`config.mk`:
```
export PLATFORM = sky130hd
export DESIGN_NAME = fetch_controller
export DESIGN_NICKNAME = d
export VERILOG_FILES = /design/src/rtl/fetch_controller.sv
export SDC_FILE = /design/constraint.sdc
export NUM_CORES = 1
export LEC_CHECK = 0
export ABC_AREA = 0
export ABC_CLOCK_PERIOD_IN_PS = 2600
export CAP_MARGIN = 20
export CORE_MARGIN = 2
export CORE_UTILIZATION = 32
export CTS_BUF_LIST = sky130_fd_sc_hd__clkbuf_16
export CTS_CLUSTER_SIZE = 40
export DETAILED_ROUTE_END_ITERATION = 12
export PLACE_DENSITY_LB_ADDON = 0.25
export SYNTH_ARGS = -nofsm -noshare
export SYNTH_HDL_FRONTEND = slang
export SYNTH_SLANG_ARGS = --single-unit
```
`constraint.sdc`:
```
create_clock -name clk -period 2.6 [get_ports clk]
set_input_delay 0.26 -clock clk [delete_from_list [all_inputs] [get_ports clk]]
set_output_delay 0.26 -clock clk [all_outputs]
set_load 0.02 [all_outputs]
```
`src/rtl/fetch_controller.sv`:
```
// Instruction-fetch sequencer: owns the PC driving a combinational ROM, registers each
// fetched word into the IR and offers it to decode over a valid/ready handshake.
// Handles redirects, HALT words and out-of-range PC faults.
module fetch_controller #(
    parameter int unsigned    W        = 16,
    parameter int unsigned    DEPTH    = 16,
    parameter logic [W-1:0]   RESET_PC = '0
) (
    input  logic         clk,
    input  logic         rst_n,
    input  logic         start_i,
    output logic [W-1:0] pc_o,
    input  logic [W-1:0] instruction_i,
    input  logic         redirect_valid_i,
    input  logic [W-1:0] redirect_target_i,
    output logic [W-1:0] ir_o,
    output logic [W-1:0] ir_pc_o,
    output logic         ir_valid_o,
    input  logic         ir_ready_i,
    output logic         busy_o,
    output logic         halted_o,
    output logic         fault_o
);

    typedef enum logic [1:0] {
        StIdle,
        StFetch,
        StHalted,
        StFault
    } state_e;

    // One extra bit so DEPTH == 2**W still compares correctly.
    localparam logic [W:0] DepthExt = (W+1)'(DEPTH);
    localparam logic [3:0] HaltOp   = 4'hF;

    state_e       state_q, state_d;
    logic [W-1:0] pc_q, pc_d;
    logic [W-1:0] ir_q, ir_d;
    logic [W-1:0] ir_pc_q, ir_pc_d;
    logic         ir_valid_q, ir_valid_d;

    logic transfer;
    logic ir_free;
    logic pc_out_of_range;
    logic is_halt;

    assign transfer        = ir_valid_q && ir_ready_i;
    assign ir_free         = !ir_valid_q || ir_ready_i;
    assign pc_out_of_range = {1'b0, pc_q} >= DepthExt;
    assign is_halt         = instruction_i[W-1 -: 4] == HaltOp;

    // State and datapath registers with asynchronous active-low reset.
    always_ff @(posedge clk or negedge rst_n) begin
        if (!rst_n) begin
            state_q    <= StIdle;
            pc_q       <= RESET_PC;
            ir_q       <= '0;
            ir_pc_q    <= '0;
            ir_valid_q <= 1'b0;
        end else begin
            state_q    <= state_d;
            pc_q       <= pc_d;
            ir_q       <= ir_d;
            ir_pc_q    <= ir_pc_d;
            ir_valid_q <= ir_valid_d;
        end
    end

    // Next-state and datapath update; everything holds unless a state says otherwise.
    always_comb begin
        state_d    = state_q;
        pc_d       = pc_q;
        ir_d       = ir_q;
        ir_pc_d    = ir_pc_q;
        ir_valid_d = ir_valid_q;

        unique case (state_q)
            StIdle: begin
                ir_valid_d = 1'b0;
                if (start_i) begin
                    state_d = StFetch;
                end
            end

            StFetch: begin
                if (redirect_valid_i) begin
                    // Flush; a transfer in this same cycle has already happened.
                    pc_d       = redirect_target_i;
                    ir_valid_d = 1'b0;
                end else if (pc_out_of_range) begin
                    state_d    = StFault;
                    ir_valid_d = 1'b0;
                end else if (ir_free) begin
                    ir_d       = instruction_i;
                    ir_pc_d    = pc_q;
                    ir_valid_d = 1'b1;
                    if (is_halt) begin
                        state_d = StHalted;
                    end else begin
                        // Wraps modulo 2**W; next cycle's range check catches pc == DEPTH.
                        pc_d = pc_q + W'(1);
                    end
                end
            end

            StHalted: begin
                if (transfer) begin
                    ir_valid_d = 1'b0;
                end
                if (start_i) begin
                    // Restart drops any HALT word still pending.
                    pc_d       = RESET_PC;
                    ir_valid_d = 1'b0;
                    state_d    = StFetch;
                end
            end

            StFault: begin
                ir_valid_d = 1'b0;
            end

            default: begin
                state_d    = StIdle;
                ir_valid_d = 1'b0;
            end
        endcase
    end

    // Outputs come straight from registers or decoded state.
    always_comb begin
        pc_o       = pc_q;
        ir_o       = ir_q;
        ir_pc_o    = ir_pc_q;
        ir_valid_o = ir_valid_q;
        busy_o     = state_q == StFetch;
        halted_o   = state_q == StHalted;
        fault_o    = state_q == StFault;
    end

endmodule

```
==> impl_metrics.json, run 1 <==
{
  "area_growth_pct": 48.0,
  "cts-root-buf": "clkbuf_16",
  "ios": 89,
  "cp_cell_sequence": "inv_1 > ha_1 > nor2b_1 > nand3_1 > a2bb2oi_1 > buf_4 > or4b_1 > o211ai_1",
  "async_flop_share_pct": 100,
  "relSlewSlack_pct": 53.3,
  "grt-ovfl-total": 0,
  "tightestPinTransition_ns": 0.695,
  "regToRegSetupSlack_ns": 0.50,
  "post-route-period-util_pct": 80.8,
  "clock_latency_ns": 0.28,
  "cts_buffers": 5,
  "cp.required_ns": 2.81,
  "drt_iter0_markers": 112,
  "grt_max_degree": 52,
  "worstPathMaxFanout": 9,
  "worst_path_dominant_cell_family": "simple AND/OR/NAND/NOR gates",
  "gp_congestion": 0.846,
  "crit_type": "flip-flop to flip-flop",
  "r2r_end": "pc_o[15]",
  "dr_total_vias": 2085,
  "cpMaxStageDelayCell": "or4b_1",
  "synthTopCellsByCount": "dfrtp_1, o21ai_0, nor2_1",
  "synth_top_area_share_pct": 51.8,
  "tns_ns": 0,
  "fp.coreArea_mm2": 0.00761,
  "irDropWorstVdd_mv": 0.388,
  "grt.total_usage_pct": 15.3,
  "n_antenna_cell": 0,
  "first_pass_iters": 4,
  "synth_edf_count": 0,
  "timing.rr.start": "state_q[0]",
  "skew_ns": 0.00587,
  "yosysSeqAreaShare_pct": 51.8,
  "ys_types": 41,
  "synthTopCellsByArea": "dfrtp_1, mux2_2, o21ai_0",
  "hold_viol": 0,
  "ys.flop_type": "dfrtp_1",
  "syn_nets": 274,
  "drv_cap": 0,
  "drt_wl_total_um": 6250,
  "critPathLaunchType": "flip-flop",
  "place.detailed.hpwl_um": 4470,
  "syn_area_per_cell_um2": 10.7,
  "yosysMostFrequentCell": "dfrtp_1",
  "cts_tree": "built",
  "drc": 0,
  "antenna_found_initial": 0,
  "leakage_nw": 1.58,
  "arrival_ns": 2.31,
  "detail-route-antenna-nets": 0,
  "r2r_cells": 8,
  "grt_pass1_wl_um": 10500,
  "clock_tree.buffer_depth": 2,
  "viasPerCell": 4.89,
  "fmax_mhz": 476,
  "cts_resized": 0,
  "dpl-instance-area_mm2": 0.00350,
  "ys_ff_latch": 51,
  "endpoint_kind": "flip-flop",
  "rsz0062_at_grt": "no",
  "synth_warnings": 0,
  "p_per_area_mw_per_mm2": 913,
  "numPortBuffers": 88,
  "start_util_pct": 32.4,
  "die_w_um": 91.8,
  "hold_ws_ns": 0.487,
  "grt_pass1_vias": 2081,
  "setup_viol": 0,
  "die_area_mm2": 0.00842,
  "nNetsFinal": 367,
  "slew_viol_final": 0,
  "critical_path.max_stage_delay_ns": 0.49,
  "wl_per_cell_um": 14.7,
  "rows": 32,
  "run_status": "completed",
  "die_h_um": 91.8,
  "final_area_mm2": 0.00365,
  "synth_top_area_cell": "dfrtp_1",
  "drive_above_1_share_pct": 11.4,
  "period_needed_ns": 2.10,
  "hp-class": "input port to async pin",
  "netlist_instances": 230,
  "crit_buf_inv": 2,
  "synth_area_mm2": 0.00247,
  "cts.sinks": 51,
  "clkTransAtPathRegs_ns": 0.07,
  "h-tree-depth": 2
}
state kept, by name, indices dropped and copies added, names as in the netlist:
signal	flops
pc_o	16
state_q	2
ir_pc_o	16
ir_valid_o	1
ir_o	16
per-stage QoR:
stage          total power [mW]  util, %  worst slack (ns)  cells
6_report                   3.33     48.0             0.498    426
5_1_grt                    3.55     48.0             0.329    426
4_1_cts                    3.38     48.0             0.489    426
3_5_place_dp               2.72     46.0             0.441    417
3_3_place_gp               2.70     46.0             0.505    417
2_1_floorplan              1.98        -             0.523    230
how the worst max path moves through the flow:
| stage | start | endpoint | slack, ns | depth (start not counted) |
|---|---|---|---|---|
| 2_1_floorplan | state_q[0] | pc_o[4] | 0.52 | 8 |
| 3_3_place_gp | redirect_valid_i | ir_pc_o[2] | 0.51 | 6 |
| 3_5_place_dp | redirect_valid_i | ir_o[2] | 0.44 | 6 |
| 4_1_cts | state_q[0] | halted_o | 0.49 | 3 |
| 5_1_grt | state_q[0] | pc_o[15] | 0.33 | 8 |
| 6_report | state_q[0] | pc_o[15] | 0.50 | 8 |
layer usage:
| layer | track usage [%] | wire [µm] |
|---|---|---|
| met2 | 25.4 | 3090 |
| met4 | 3.36 | 26 |
| met1 | 21.0 | 2880 |
| met5 | 0 | 0 |
| met3 | 2.63 | 250 |
worst reg2reg max path: stages, from the launching register on:
cell and delay [ns]:
dfrtp_1 0.41, inv_1 0.09, ha_1 0.33, nor2b_1 0.18, nand3_1 0.09, a2bb2oi_1 0.15
buf_4 0.18, or4b_1 0.49, o211ai_1 0.10
cell type report:
cell class,count,area [µm²]
Clock inverter,3,20.0
Inverter,6,22.5
Multi-Input combinational cell,163,1130
Timing Repair Buffer,96,951
Clock buffer,5,125
Fill cell,739,3960
Sequential cell,51,1280
Tap cell,102,128
kinds of logic after synthesis:
kind of cell    Yosys count  share of synthesized area, %
simple gates             77                          17.8
flops                    51                          51.8
mux                      22                          9.94
fa+ha+maj                 7                          3.55
xor+xnor                  1                         0.355
compound gates           56                          13.9
buf+inv                  16                          2.74
cells in the final DEF, fill, tap and decap left out, types with 7 or more instances in the layout:
| cell | count |
|---|---|
| a21oi_1 | 10 |
| and3_1 | 7 |
| clkdlybuf4s50_1 | 87 |
| dfrtp_1 | 51 |
| ha_1 | 7 |
| mux2_2 | 15 |
| nand2_1 | 10 |
| nor2_1 | 19 |
| nor2b_1 | 15 |
| o21ai_0 | 26 |
repair_timing:
item	4_1_cts	5_1_grt
hold buffers	1	0
endpoints found under the setup margin	0	0
setup buffers	0	0
endpoints found under the hold margin	51	0
power by group:
group	switching, mW	internal [mW]	total [mW]	leakage (nW)
clock	0.281	0.355	0.636	0.0674
sequential	0.262	1.00	1.26	0.672
combinational	0.728	0.706	1.43	0.836
total	1.27	2.06	3.33	1.58
No activity file was read; power rests on OpenSTA's default activity.
==> run 2: changes to the inputs <==
Settings changed: ABC_CLOCK_PERIOD_IN_PS 2600 to 1800.
Clock period 2.6 ns to 1.8 ns, I/O delays scaled along.
==> impl_metrics.json, run 2 (synthesis gave the netlist of run 1 again) <==
{
  "run_status": "complete, but fails checks",
  "violations": "negative setup slack",
  "timing.rr.start": "pc_o[9]",
  "die_area_mm2": 0.00842,
  "slew_viol_final": 0,
  "nNetsFinal": 400,
  "grtUsageMet3_pct": 2.71,
  "drt_wl_total_um": 6740,
  "p_clk_share_pct": 19.1,
  "h-tree-depth": 2,
  "critPathLaunchType": "flip-flop",
  "rows": 32,
  "irDropWorstVdd_mv": 0.689,
  "hold_ws_ns": 0.370,
  "hold_viol": 0,
  "hp-class": "input port to async pin",
  "skew_ns": 0.00695,
  "relSlewSlack_pct": 70.5,
  "ios": 89,
  "final_cell_mix": "clkdlybuf4s50_1, dfrtp_1, buf_4",
  "top_usage_layer": "met2",
  "n_antenna_cell": 0,
  "grt.met2_usage_pct": 27.2,
  "wl_per_cell_um": 14.7,
  "clock_latency_ns": 0.28,
  "cp.required_ns": 2.00,
  "start_util_pct": 32.4,
  "place.detailed.hpwl_um": 4950,
  "rsz0062_at_grt": "yes",
  "fmax_mhz": 541,
  "endpoint_kind": "flip-flop",
  "seqPwrFrac_pct": 31.0,
  "tightestPinTransition_ns": 0.442,
  "detail-route-antenna-nets": 0,
  "fin_util_pct": 53.2,
  "grt-ovfl-total": 0,
  "grt.total_usage_pct": 16.7,
  "drv_cap": 0,
  "regToRegSetupSlack_ns": -0.05,
  "grtUsageMet1_pct": 23.7,
  "switchingPower_mw": 2.00,
  "cts_buffers": 5,
  "drc": 0,
  "grt_pass1_vias": 2199,
  "numPortBuffers": 88,
  "final_area_mm2": 0.00405,
  "fp.coreArea_mm2": 0.00761,
  "worstPathMaxFanout": 7,
  "grt_max_degree": 35,
  "die_h_um": 91.8,
  "setup_slack_ns": -0.0469,
  "dpl-instance-area_mm2": 0.00384,
  "dr_total_vias": 2240,
  "first_pass_iters": 4,
  "cts.sinks": 51,
  "die_w_um": 91.8,
  "post-route-period-util_pct": 103,
  "setup_viol": 1,
  "r2r_end": "pc_o[15]",
  "p_int_mw": 3.51,
  "clock_tree.buffer_depth": 2,
  "grt_pass1_wl_um": 11300,
  "drive_above_1_share_pct": 24.9,
  "leakage_nw": 1.78,
  "viasPerCell": 4.88,
  "gp_congestion": 0.852,
  "period_needed_ns": 1.85,
  "layout_commonest_cell": "clkdlybuf4s50_1",
  "clkTransAtPathRegs_ns": 0.07,
  "crit_type": "flip-flop to flip-flop",
  "cts-root-buf": "clkbuf_16",
  "r2r_cells": 6,
  "p_per_area_mw_per_mm2": 1360,
  "area_growth_pct": 64.1,
  "antenna_found_initial": 0,
  "drt_iter0_markers": 123,
  "arrival_ns": 2.04,
  "cts_tree": "built",
  "switching_share_pct": 36.3,
  "p_comb_share_pct": 49.8
}
[run 2: per-layer routing]
layer / routed length [µm] / vias up
li1: - / 1090
met1: 3110 / 1085
met2: 3350 / 63
met3: 253 / 2
met4: 30 / 0
met5: 0 / -
[run 2: worst max-delay path by stage]
stage / from / to / slack, ns / cells past startpoint
floorplan: state_q[1] / ir_o[2] / -0.04 / 6
global placement: instruction_i[14] / pc_o[14] / -0.02 / 7
detailed placement: state_q[1] / ir_o[3] / -0.03 / 7
CTS: pc_o[9] / pc_o[15] / -0.03 / 6
global route: pc_o[12] / pc_o[15] / -0.11 / 5
finish: pc_o[9] / pc_o[15] / -0.05 / 6
[run 2: layout make-up]
cell class                      instances  area [µm²]
Fill cell                             701        3560
Sequential cell                        51        1280
Multi-Input combinational cell        163        1220
Timing Repair Buffer                  129        1220
Tap cell                              102         128
Clock buffer                            5         125
Clock inverter                          3        38.8
Inverter                                6        22.5
[run 2: worst max-delay path, cell delays in order, from the launching register on]
cell	delay (ns)
dfrtp_2	0.43
buf_4	0.17
and3_1	0.17
and3_1	0.20
and3_1	0.21
or4b_1	0.48
o211ai_1	0.11
[run 2: power by group through the flow]
stage	combinational (mW)	sequential (mW)	clock [mW]
after detailed placement	2.74	1.73	0
after global routing	2.96	1.75	1.13
after CTS	2.75	1.71	1.09
after floorplan	0.878	2.15	0
after global placement	2.72	1.72	0
final	2.74	1.71	1.05
[run 2: repair_timing]
item | CTS | global route
endpoints found under the hold margin | 17 | 0
hold buffers | 1 | 0
gates resized for setup | 3 | 7
buffers inserted | 1 | 0
pin swaps | 1 | 0
endpoints found under the setup margin | 23 | 28
[run 2: through the flow]
stage               setup WS, ns  instances  total power, mW  TNS (ns)
floorplan                -0.0428        230             3.03    -0.749
global placement         -0.0225        449             4.44    -0.185
detailed placement       -0.0269        449             4.47    -0.335
CTS                      -0.0311        459             5.55   -0.0311
global route              -0.109        459             5.85     -1.89
finish                   -0.0469        459             5.51   -0.0469
==> variant, RTL diff (config.mk and constraints of run 2) <==
Make the reset (`rst_n`) synchronous in one clocked block. Comments in the files are not updated.
--- a/src/rtl/fetch_controller.sv
+++ b/src/rtl/fetch_controller.sv
@@ -50,7 +50,7 @@
     assign is_halt         = instruction_i[W-1 -: 4] == HaltOp;
 
     // State and datapath registers with asynchronous active-low reset.
-    always_ff @(posedge clk or negedge rst_n) begin
+    always_ff @(posedge clk) begin
         if (!rst_n) begin
             state_q    <= StIdle;
             pc_q       <= RESET_PC;
Function: differs if rst_n is asserted again (counterexample within 4 cycles, from zero or initial values and one cycle with rst_n low); with rst_n held inactive, the same outputs for 4 cycles.
==> variant against run 2 <==
Worst setup slack better by 75 ps; total power is 24% higher; wire length is 7.3% higher; sequential cell count stayed put; synthesized area is 2.6% higher; final area is 4.1% higher; combinational power is 48% higher; highest routed layer unchanged.
==> variant: results (changes against run 2) <==
- Filler cells: 698 (was 701)
- Slew at the pin closest to its max-slew limit: 344 ps (was 442 ps)
- Power in sequential cells: 1.65 mW (was 1.71 mW)
- Worst vdd ir: 848 uV (was 689 uV)
- Power spent charging and discharging nets: 2.71 mW (was 2.00 mW)
- Final layout net count: 468 (was 400)
- Most numerous cell types in the synthesized netlist: sky130_fd_sc_hd__nand2_1, sky130_fd_sc_hd__dfxtp_1, sky130_fd_sc_hd__and3_1 (was sky130_fd_sc_hd__dfrtp_1, sky130_fd_sc_hd__o21ai_0, sky130_fd_sc_hd__nor2_1)
- Share of the final layout cell area in sequential cells: 24.7% (was 31.8%)
- DRC marker count from the first detailed-route iteration: 100 (was 123)
- Clock-net power: 1.09 mW (was 1.05 mW)
- Worst-case register-to-register setup slack: 30 ps (was -50 ps)
- Number of global-route vias before repair: 2431 (was 2199)
- Layout cells sized above 1: 25.6% (was 24.9%)
- Layout multi-input combinational cell count: 214 (was 163)
- Non-clock buffering overhead in the final layout: 31.5% (was 30.2%)
- Slowest stage cell, crit path: sky130_fd_sc_hd__a221o_1 (was sky130_fd_sc_hd__or4b_1)
- Routed wire per std cell: 13.7 microns (was 14.7 microns)
- Proportion of cell area occupied by multi-input gates: 35.9% (was 30.2%)
- Kind of path behind the tightest hold check: in2reg (was in2async)
- Synth unique cells: 51 (was 41)
- Wire length of the first global-routing pass: 11.7 mm (was 11.3 mm)
- Reg2Reg Capture Point: pc_o[10] (was pc_o[15])
- Most area-consuming cells after synthesis: sky130_fd_sc_hd__dfxtp_1, sky130_fd_sc_hd__nand2_1, sky130_fd_sc_hd__a21boi_0 (was sky130_fd_sc_hd__dfrtp_1, sky130_fd_sc_hd__mux2_2, sky130_fd_sc_hd__o21ai_0)
- Vias/cell: 4.95 (was 4.88)
- Power in combinational cells: 4.06 mW (was 2.74 mW)
- Worst hold slack: 434 ps (was 370 ps)
- Clock-cell share: 4.04% (was 4.05%)
- Metal2 WL: 3.42 mm (was 3.35 mm)
- Nonclk inv count: 9 (was 6)
- Number of signal-net buffers in the layout: 143 (was 129)
- Run status: completed (was finished with violations)
- Placement-stage worst setup slack: -162 ps (was -26.9 ps)
- Sum of net half-perimeters after detailed placement: 5.40 mm (was 4.95 mm)
- Final Skew: 6.18 ps (was 6.95 ps)
- Placer congestion estimate: 0.850 (was 0.852)
- Largest incremental delay on the critical path: 340 ps (was 480 ps)
- Number of nets in the synthesized netlist: 336 (was 274)
- All-Layer GR Usage: 16.8% (was 16.7%)
- Kind of cell adding the most delay to the critical path: compound AO/OA/AOI/OAI gates (was simple AND/OR/NAND/NOR gates)
- Most common flop cell mapped by yosys: sky130_fd_sc_hd__dfxtp_1 (was sky130_fd_sc_hd__dfrtp_1)
- Worst R2R Start: state_q[0] (was pc_o[9])
- Arrival time reported for the critical path endpoint: 1950 ps (was 2040 ps)
- Leak Pwr: 1.72 nW (was 1.78 nW)
variant: worst register-to-register path, stage by stage (launching register included):
cell                      delay [ps]
sky130_fd_sc_hd__dfxtp_2         330
sky130_fd_sc_hd__inv_1            90
sky130_fd_sc_hd__ha_4            320
sky130_fd_sc_hd__nand4_1         190
sky130_fd_sc_hd__o21ai_2         310
sky130_fd_sc_hd__nor2_4           80
sky130_fd_sc_hd__a221o_1         340
variant: repair_timing:
item / 4_1_cts / 5_1_grt
setup buffers: 0 / 3
endpoints found under the setup margin: 11 / 45
cloned: 0 / 1
pin swaps: 2 / 14
resized for setup: 2 / 45
variant: logic make-up (layout without fill, tap and decap cells):
group | Yosys count | in the layout | synth area share, %
and+or+nand+nor | 124 | 124 | 26.7
AOI/OAI and AO/OA | 81 | 81 | 23.9
DFF | 51 | 51 | 40.3
buffers and inverters | 27 | 160 | 4.89
adders and majority gates | 7 | 7 | 3.46
xor gates and xnor gates | 1 | 1 | 0.346
muxes | 1 | 1 | 0.395
variant: stage by stage:
step | cells | area, sq um
finish | 527 | 4210
global route | 527 | 4210
CTS | 523 | 4070
detailed placement | 515 | 3890
global placement | 515 | 3890
floorplan | 292 | 2590
variant: metal layers:
metal / up-vias / track usage, %
met5: - / 0
met4: 0 / 3.68
met3: 8 / 3.42
met2: 92 / 27.8
met1: 1197 / 22.4
li1: 1311 / -
variant: how the worst max path moves through the flow:
stage / start / cells after the start / to / slack (ps)
detailed placement: instruction_i[14] / 8 / pc_o[12] / -160
global route: pc_o[9] / 7 / ir_pc_o[2] / -70
finish: state_q[0] / 6 / pc_o[10] / 30
floorplan: pc_o[1] / 6 / pc_o[10] / -8
global placement: instruction_i[15] / 8 / pc_o[12] / -130
CTS: state_q[1] / 6 / pc_o[1] / -10
